File: src/rtl/exe_unit_pipe.sv
// ---------------------------------------------------------------------------
// exe_unit_pipe -- two-stage sign-magnitude execution unit
//
// Operands are BITS wide in sign-magnitude form (MSB = sign, BITS-1 magnitude
// bits). Stage 1 captures operands and opcode on a valid/ready handshake.
// Stage 2 holds the computed result until the downstream consumer takes it.
// With no stall the latency is 2 cycles and the throughput is 1 op/cycle.
//
// Opcodes: 00 SUB (A-B), 01 CMP (signed max), 10 SHL (A << |B|),
//          11 BIT (toggle bit B of A).
// Status:  [0] OVF, [1] ERR, [2] EVEN (even popcount of o_out),
//          [3] SINGLE (exactly one set bit in o_out).
//
// Ports:
//   i_clk        in   1     rising-edge clock
//   i_rst        in   1     asynchronous active-high reset
//   in_a, in_b   in   BITS  operands
//   i_op         in   2     opcode
//   i_valid      in   1     operands/opcode valid
//   o_ready      out  1     unit accepts operands this cycle
//   o_out        out  BITS  result
//   o_status     out  4     result flags
//   o_valid      out  1     o_out/o_status valid
//   i_ready      in   1     downstream accepts result
//   i_sticky_clr in   1     (EXE_UNIT_STICKY_EN only) clear sticky flags
//   o_sticky     out  4     (EXE_UNIT_STICKY_EN only) OR of delivered status
//
// Build option: define EXE_UNIT_STICKY_EN to add the sticky status register.
// ---------------------------------------------------------------------------
module exe_unit_pipe #(
    parameter int BITS = 8
) (
    input  logic            i_clk,
    input  logic            i_rst,
    input  logic [BITS-1:0] in_a,
    input  logic [BITS-1:0] in_b,
    input  logic [1:0]      i_op,
    input  logic            i_valid,
    output logic            o_ready,
    output logic [BITS-1:0] o_out,
    output logic [3:0]      o_status,
    output logic            o_valid,
`ifdef EXE_UNIT_STICKY_EN
    input  logic            i_sticky_clr,
    output logic [3:0]      o_sticky,
`endif
    input  logic            i_ready
);

    localparam int MAGW = BITS - 1;
    localparam logic [BITS-1:0] ONE    = {{(BITS-1){1'b0}}, 1'b1};
    localparam logic [BITS-1:0] BITS_U = BITS[BITS-1:0];

    typedef enum logic [1:0] {
        OP_SUB = 2'b00,
        OP_CMP = 2'b01,
        OP_SHL = 2'b10,
        OP_BIT = 2'b11
    } op_e;

    // Stage 1: captured operands
    logic            s1_valid_q, s1_valid_d;
    logic [BITS-1:0] s1_a_q, s1_a_d;
    logic [BITS-1:0] s1_b_q, s1_b_d;
    op_e             s1_op_q, s1_op_d;

    // Stage 2: registered result
    logic            out_valid_q, out_valid_d;
    logic [BITS-1:0] out_q, out_d;
    logic [3:0]      status_q, status_d;

    logic accept;
    logic advance;

    // Stage 2 can take a new result when it is empty or being drained now.
    assign advance = ~out_valid_q | i_ready;
    assign o_ready = ~s1_valid_q | advance;
    assign accept  = i_valid & o_ready;

    // ---------------- datapath between S1 and S2 ----------------
    logic                   a_sgn, b_sgn;
    logic [MAGW-1:0]        a_mag, b_mag;
    logic signed [BITS:0]   a_val, b_val, diff;
    logic [BITS:0]          diff_abs;
    logic [MAGW-1:0]        shl_mag;
    logic [BITS-1:0]        res_val;
    logic [3:0]             res_status;
    logic                   ovf, err, even, single;

    always_comb begin
        // NOTE: every variable gets a default before any branch, so no path
        // leaves one unassigned and no latch is inferred.
        ovf     = 1'b0;
        err     = 1'b0;
        res_val = '0;

        a_sgn = s1_a_q[BITS-1];
        b_sgn = s1_b_q[BITS-1];
        a_mag = s1_a_q[MAGW-1:0];
        b_mag = s1_b_q[MAGW-1:0];

        // One extra bit of headroom so A-B cannot overflow the signed range.
        a_val    = a_sgn ? -$signed({2'b00, a_mag}) : $signed({2'b00, a_mag});
        b_val    = b_sgn ? -$signed({2'b00, b_mag}) : $signed({2'b00, b_mag});
        diff     = a_val - b_val;
        diff_abs = diff[BITS] ? $unsigned(-diff) : $unsigned(diff);

        shl_mag = a_mag << b_mag;

        unique case (s1_op_q)
            OP_SUB: begin
                // Magnitude wraps mod 2^(BITS-1); the sign of the true
                // difference is kept, so -128 on 8 bits becomes 0x80.
                res_val = {diff[BITS], diff_abs[MAGW-1:0]};
                ovf     = |diff_abs[BITS:MAGW];
            end
            OP_CMP: begin
                res_val = (a_val >= b_val) ? s1_a_q : s1_b_q;
                // A zero winner is always reported as +0.
                if (res_val[MAGW-1:0] == '0) begin
                    res_val = '0;
                end
            end
            OP_SHL: begin
                if (b_sgn) begin
                    err = 1'b1;
                end else begin
                    res_val = {a_sgn, shl_mag};
                    // Shifting back recovers A only if no set bit fell off.
                    ovf     = (shl_mag >> b_mag) != a_mag;
                end
            end
            OP_BIT: begin
                if (s1_b_q >= BITS_U) begin
                    err = 1'b1;
                end else begin
                    res_val = s1_a_q ^ (ONE << s1_b_q);
                end
            end
        endcase

        if (err) begin
            res_val = '0;
            ovf     = 1'b0;
        end

        even   = ~^res_val;
        single = (res_val != '0) && ((res_val & (res_val - ONE)) == '0);

        res_status = err ? 4'b0010 : {single, even, 1'b0, ovf};
    end

    // ---------------- next-state logic ----------------
    always_comb begin
        s1_valid_d  = s1_valid_q;
        s1_a_d      = s1_a_q;
        s1_b_d      = s1_b_q;
        s1_op_d     = s1_op_q;
        out_valid_d = out_valid_q;
        out_d       = out_q;
        status_d    = status_q;

        if (accept) begin
            s1_valid_d = 1'b1;
            s1_a_d     = in_a;
            s1_b_d     = in_b;
            s1_op_d    = op_e'(i_op);
        end else if (advance) begin
            s1_valid_d = 1'b0;
        end

        // Result data only changes when a new operation moves in, so an
        // empty stage 2 still shows the last delivered value.
        if (advance) begin
            out_valid_d = s1_valid_q;
            if (s1_valid_q) begin
                out_d    = res_val;
                status_d = res_status;
            end
        end
    end

    // NOTE: sequential state uses non-blocking assignments so every register
    // samples values from before the edge, independent of statement order.
    always_ff @(posedge i_clk or posedge i_rst) begin
        if (i_rst) begin
            // NOTE: operand registers are reset along with the valid flags so
            // the datapath never evaluates X after reset.
            s1_valid_q  <= 1'b0;
            s1_a_q      <= '0;
            s1_b_q      <= '0;
            s1_op_q     <= OP_SUB;
            out_valid_q <= 1'b0;
            out_q       <= '0;
            status_q    <= '0;
        end else begin
            s1_valid_q  <= s1_valid_d;
            s1_a_q      <= s1_a_d;
            s1_b_q      <= s1_b_d;
            s1_op_q     <= s1_op_d;
            out_valid_q <= out_valid_d;
            out_q       <= out_d;
            status_q    <= status_d;
        end
    end

    assign o_valid  = out_valid_q;
    assign o_out    = out_q;
    assign o_status = status_q;

`ifdef EXE_UNIT_STICKY_EN
    logic [3:0] sticky_q, sticky_d;

    // Clear has priority over a flag arriving in the same cycle.
    always_comb begin
        sticky_d = sticky_q;
        if (i_sticky_clr) begin
            sticky_d = '0;
        end else if (out_valid_q & i_ready) begin
            sticky_d = sticky_q | status_q;
        end
    end

    always_ff @(posedge i_clk or posedge i_rst) begin
        if (i_rst) begin
            sticky_q <= '0;
        end else begin
            sticky_q <= sticky_d;
        end
    end

    assign o_sticky = sticky_q;
`else
    // Default build: no sticky status register.
`endif

endmodule

File: config.mk
export PLATFORM = sky130hd
export DESIGN_NAME = exe_unit_pipe
export DESIGN_NICKNAME = d
export VERILOG_FILES = /design/src/rtl/exe_unit_pipe.sv
export SDC_FILE = /design/constraint.sdc
export NUM_CORES = 1
export LEC_CHECK = 0
export CAP_MARGIN = 20
export CELL_PAD_IN_SITES_DETAIL_PLACEMENT = 2
export CELL_PAD_IN_SITES_GLOBAL_PLACEMENT = 2
export CORE_MARGIN = 2
export CORE_UTILIZATION = 35
export DETAILED_ROUTE_END_ITERATION = 7
export PLACE_DENSITY = 0.89
export RECOVER_POWER = 50
export SLEW_MARGIN = 15
export SYNTH_ARGS = -nofsm -noshare
export SYNTH_HDL_FRONTEND = slang
export SYNTH_SLANG_ARGS = --single-unit
File: constraint.sdc
create_clock -name i_clk -period 6.1 [get_ports i_clk]
set_input_delay 1.22 -clock i_clk [delete_from_list [all_inputs] [get_ports i_clk]]
set_output_delay 1.22 -clock i_clk [all_outputs]
set_load 0.02 [all_outputs]
# --- Word level (Yosys, flattened, before mapping) ---
# Index checks and enable logic that the tools add are counted.
word_totals:
  regBits: 32
  latch_bits: 0
  ramBits: 0
  rom_bits: 0
  inputBits: 22
  output_inout_bits: 14
  word_cells: 54
  n_memories: 0
classes:
  add_sub_neg: 5
  multipliers: 0
  div: 0
  order_cmp: 2
  n_eq_ne: 4
  shifts: 3
  n_mux: 17
  bitwise_logic: 7
  reduce_logical: 9
op_table:
  columns: ["cell", "n"]
  rows:
  - ["two-way mux 8 bit", 5]
  - ["one-hot mux 8 bit (4 select lines)", 1]
  - ["two-way mux 9 bit", 3]
  - ["negation 7 -> 9 bit", 2]
  - ["greater-or-equal comparator 9 bit", 1]
  - ["negation 9 bit", 1]
  - ["subtractor 9 bit", 1]
  - ["AND 8 bit", 1]
  - ["greater-or-equal comparator 8 x 4 -> 1 bit (second input constant)", 1]
  - ["logical NOT 8 bit", 1]
  - ["nonzero test 8 bit", 1]
  - ["XNOR reduction 8 bit", 1]
  - ["left shift 1 x 8 -> 8 bit (first input constant)", 1]
  - ["subtractor 8 x 1 -> 8 bit (second input constant)", 1]
  - ["bitwise XOR 8 bit", 1]
  - ["logical NOT 7 bit", 1]
  - ["inequality test 7 bit", 1]
  - ["left shift 7 x 7 -> 7 bit", 1]
  - [">> shifter 7 x 7 -> 7 bit", 1]
  - ["two-way mux 1 bit", 5]
  - ["equality test 2 bit (second input constant)", 2]
  - ["two-way mux 4 bit", 1]
  - ["one-hot mux 1 bit (2 select lines)", 2]
  - ["equality test 2 x 1 -> 1 bit (second input constant)", 1]
  - ["other kinds (8)", 10]

# --- Logic depth before layout (Yosys ltp) ---
logic_depth:
  depth_word: 13
  ltp_mapped: 22
  ltp_nobuf: 20

# --- Worst setup path before layout ---
# No wires, ideal clock.
synth_timing:
  path_type: "register -> register"
  from: "reg s1_b_q[1]"
  to: "reg status_q[3] (netlist: o_status[3])"
  setup_ns: 0.103
  t_arrival_ns: 4.333
  slack_ns: 1.663
  stages_incl_launch_ff: 21
  n_path_buf: 2
  period_less_slack_ns: 4.437
  cell_sequence: "dfrtp_1 buf_1 nor4_2 inv_1 o21ai_0 xor2_1 ha_1 buf_4 a211oi_1 nor2_1 a211oi_2 xor2_1 nor2_1 xnor2_1 o211ai_1 ha_1 o21ai_0 nand2_1 a21oi_2 or4_4 o41ai_2"
synth_between:
  elab_chain_cells: 13
  elab_cells_between_ends: 25
  classes_between: "add/sub (4); order compare (2); shift (2); mux (11); bitwise (2); reduce/logical (4)"
synth_rtl:
  columns: ["element", "line", "rtl"]
  rows:
  - ["from (decl)", "64", "logic [BITS-1:0] s1_b_q, s1_b_d;"]
  - ["from (signal assigned)", "191", "s1_b_q <= '0;"]
  - ["from (signal assigned)", "199", "s1_b_q <= s1_b_d;"]
  - ["branches (longest 12 deep; another with negation 7 -> 9 bit)", null, null]
  - ["two-way mux 4 bit (*)", "150", "res_status = err ? 4'b0010 : {single, even, 1'b0, ovf};"]
  - ["to (signal assigned)", "203", "status_q <= status_d;"]
  - ["to (decl)", "70", "logic [3:0] status_q, status_d;"]
# Mark *: on every way between the ends.
# A chain may end at the register's enable or synchronous reset.

# --- Worst setup path in the final report ---
layout_timing:
  from: "reg s1_b_q[0]"
  to: "reg status_q[3] (netlist: o_status[3])"
# Same word-level chain as after synthesis.

==> flow_summary.json <==
{
  "status": "finished with violations",
  "violations": "capacitance limit, slew limit",
  "setup_viol": 0,
  "async_flop_share_pct": 100.0,
  "syn-cell-area_um2": 3296,
  "synthTopCellsByArea": "dfrtp_1, mux2_2, ha_1",
  "cts_setup_buffers": 0,
  "critical_path_class": "reg -> reg",
  "tightest_slew_ns": 1.791,
  "synthesis.nets": 432,
  "synth.largest_area_cell": "dfrtp_1",
  "dpl-instance-area_um2": 3681,
  "final_util_pct": 41.16,
  "leakage_nw": 1.523,
  "synthXorXnorAreaFrac_pct": 7.973,
  "clockRootBuffer": "clkbuf_8",
  "ys_warn_count": 0,
  "synth-compound-area-share_pct": 23.01,
  "avgSynthCellArea_um2": 8.450,
  "global_route.usage.total_pct": 24.98,
  "insertion_delay_ns": 0.30,
  "peakVddDrop_v": 0.0001434,
  "io-pin-count": 36,
  "ctsResizeCount": 0,
  "cts_hold_buf": 0,
  "synth-edff-count": 0,
  "worstHoldPathCells": 2,
  "min_path_type": "reg -> reg",
  "max_freq_mhz": 184.9,
  "wl_per_cell_um": 23.23,
  "routed_wl_um": 12100,
  "yosys.area_share.simple_pct": 21.26,
  "clkTransAtPathRegs_ns": 0.08,
  "rr_worst_depth": 18,
  "gp_congestion": 0.8841,
  "synth_top_family_by_area": "compound AO/OA/AOI/OAI gates",
  "cp_data_arrival_time_ns": 5.61,
  "hold_violations": 0,
  "drt.antenna.violating_nets": 0,
  "synth_top_area_share_pct": 24.30,
  "vias": 3230,
  "die_h_um": 101.0,
  "crit_slowest_cell": "dfrtp_1",
  "multiInputGateArea_um2": 2312,
  "ff_latch_area_um2": 800.8,
  "slew_viol_final": 33,
  "grt_overflow": 0,
  "cts_buffer_depth": 2,
  "drive_gt1_share_pct": 12.93,
  "synthCells": 390,
  "fill_cells": 1026,
  "initial_utilization_pct": 35.84,
  "synth.distinct_cells": 74,
  "ctsHtreeMaxLevel": 2,
  "startpoint_type": "flip-flop",
  "max_slew_margin_pct": -19.38,
  "dr.pass1.iters": 4,
  "grt_pass1_wl_um": 19570,
  "cts_sinks": 32,
  "hpwl_um": 8959,
  "syn_to_final_growth_pct": 14.84,
  "via_per_inst": 6.200,
  "synth-seq-cells": 32,
  "fin_skew_ns": 0.01534,
  "fin_nets": 451,
  "synth.yosys.seq_area_share_pct": 24.30,
  "synthMuxAreaShare_pct": 10.10,
  "cp_max_fo": 20,
  "path_cells": "nor4_2 > inv_1 > o21ai_0 > xor2_1 > ha_1 > a211oi_1 > nor2_1 > a211oi_2 > xor2_1 > nor2_1 > xnor2_1 > o211ai_1 > ha_1 > o21ai_0 > nand2_1 > a21oi_2 > or4_4 > o41ai_2",
  "antenna_found_initial": 0,
  "crit_path_max_incr_delay_ns": 0.68,
  "synth_adder_area_share_pct": 7.821,
  "synth_ff_type": "dfrtp_1",
  "grt_max_degree": 33,
  "cts_buffers": 5,
  "n_antenna_cell": 0,
  "grt_pass1_vias": 3617,
  "powerDensity_nw_per_um2": 442.2,
  "fin_area_um2": 3785,
  "fin_crit_ns": 5.409,
  "place.port_buffers": 35,
  "drc": 0,
  "end_kind": "flip-flop",
  "rsz0062_at_grt": "false",
  "required_ns": 6.30,
  "die_w_um": 101.0,
  "tns_ns": 0,
  "die-area_um2": 10210,
  "drtIter0Drc": 184,
  "core_area_um2": 9196,
  "cts_tree": "yes",
  "finalCritPeriodShare_pct": 88.68,
  "num_rows": 35,
  "cap_viol_max_count": 1
}
power breakdown:
part / internal, W / total (W) / switching [W] / leakage, nW
registers: 0.000261 / 0.000349 / 0.0000881 / 0.386
clock network: 0.000121 / 0.000218 / 0.0000961 / 0.0552
logic: 0.000451 / 0.00111 / 0.000655 / 1.08
total: 0.000834 / 0.00167 / 0.000840 / 1.52
metrics by stage:
stage	power [W]	hold slack, ns	setup slack [ns]	cells
2_1_floorplan	0.001112	0.4569	1.664	390
3_3_place_gp	0.001366	0.4623	1.054	513
3_5_place_dp	0.001433	0.4751	0.8162	513
4_1_cts	0.001683	0.4943	0.7181	521
5_1_grt	0.001796	0.5207	0.2275	521
6_report	0.001674	0.4821	0.6905	521
registers in the layout, indices dropped and copies added (netlist names):
signal,count
s1_a_q,8
o_valid,1
s1_b_q,8
s1_valid_q,1
o_status,4
s1_op_q,2
o_out,8
Yosys cell counts (5+ instances only):
| master | count |
|---|---|
| nor2_1 | 17 |
| inv_1 | 13 |
| ha_1 | 19 |
| dfrtp_1 | 32 |
| a21oi_1 | 12 |
| o21ai_0 | 23 |
| a31oi_1 | 8 |
| o31ai_1 | 10 |
| nor2b_1 | 5 |
| clkbuf_1 | 18 |
| nor3_1 | 9 |
| nand2_1 | 47 |
| nand3_1 | 18 |
| xor2_1 | 12 |
| nand2b_1 | 7 |
| mux2_2 | 22 |
| o221ai_1 | 5 |
| xnor2_1 | 18 |
path summary, 6_finish.rpt:
| path | from | end | slack (ns) |
|---|---|---|---|
| max reg2reg | s1_b_q[0] | o_status[3] | 0.69 |
| min | o_out[6] | o_out[6] | 0.48 |
| max | s1_b_q[0] | o_status[3] | 0.69 |
| min reg2reg | o_out[6] | o_out[6] | 0.48 |
| min in group asynchronous | i_rst | o_status[1] | 2.03 |
| max in group asynchronous | i_rst | s1_a_q[0] | 3.03 |
cells in the final DEF (no fill, tap or decap), drive strengths merged, types with 3 or more instances in the layout:
master	instances
nand2	48
dfrtp	32
clkdlybuf4s50	28
o21ai	27
mux2	22
ha	19
xnor2	18
nand3	18
nor2	17
inv	13
a21oi	13
xor2	12
o31ai	11
nor3	10
a31oi	8
nand2b	7
dlygate4sd3	7
clkbuf	7
nor2b	6
o221ai	5
and3	5
or3	5
a21o	4
mux2i	4
o21a	4
o211ai	4
nand3b	3
o22a	3
o22ai	3
buf	3
a211oi	3
a211o	3
nor4	3
area by class of cell:
| cell class | instances | area share (%) |
|---|---|---|
| clock buffer | 6 | 1.917 |
| clock inverter | 2 | 0.9256 |
| tap | 111 | 3.669 |
| multi-input combinational | 318 | 61.09 |
| timing repair buffer | 39 | 9.950 |
| inverter | 13 | 1.289 |
| sequential | 32 | 21.16 |
kinds of logic (layout without fill, tap and decap cells):
kind of cell    after synthesis  in the layout
mux                          28             28
simple gates                134            134
xor+xnor                     30             30
buf+inv                      40             60
flops                        32             32
fa+ha+maj                    20             20
compound gates              106            106
worst max-delay path: cells and delay by family, from the launching register on:
family,cells,cell delay [ns]
compound gates,7,1.71
simple gates,5,1.53
xor+xnor,3,0.76
flops,1,0.68
fa+ha+maj,2,0.57
buf+inv,1,0.08
metal layers:
metal	wire, um	GRT usage, %
met5	0	0
met4	562	12.47
met3	454	3.190
met2	6090	43.13
met1	4994	30.51
(Power assumes the default switching activity.)
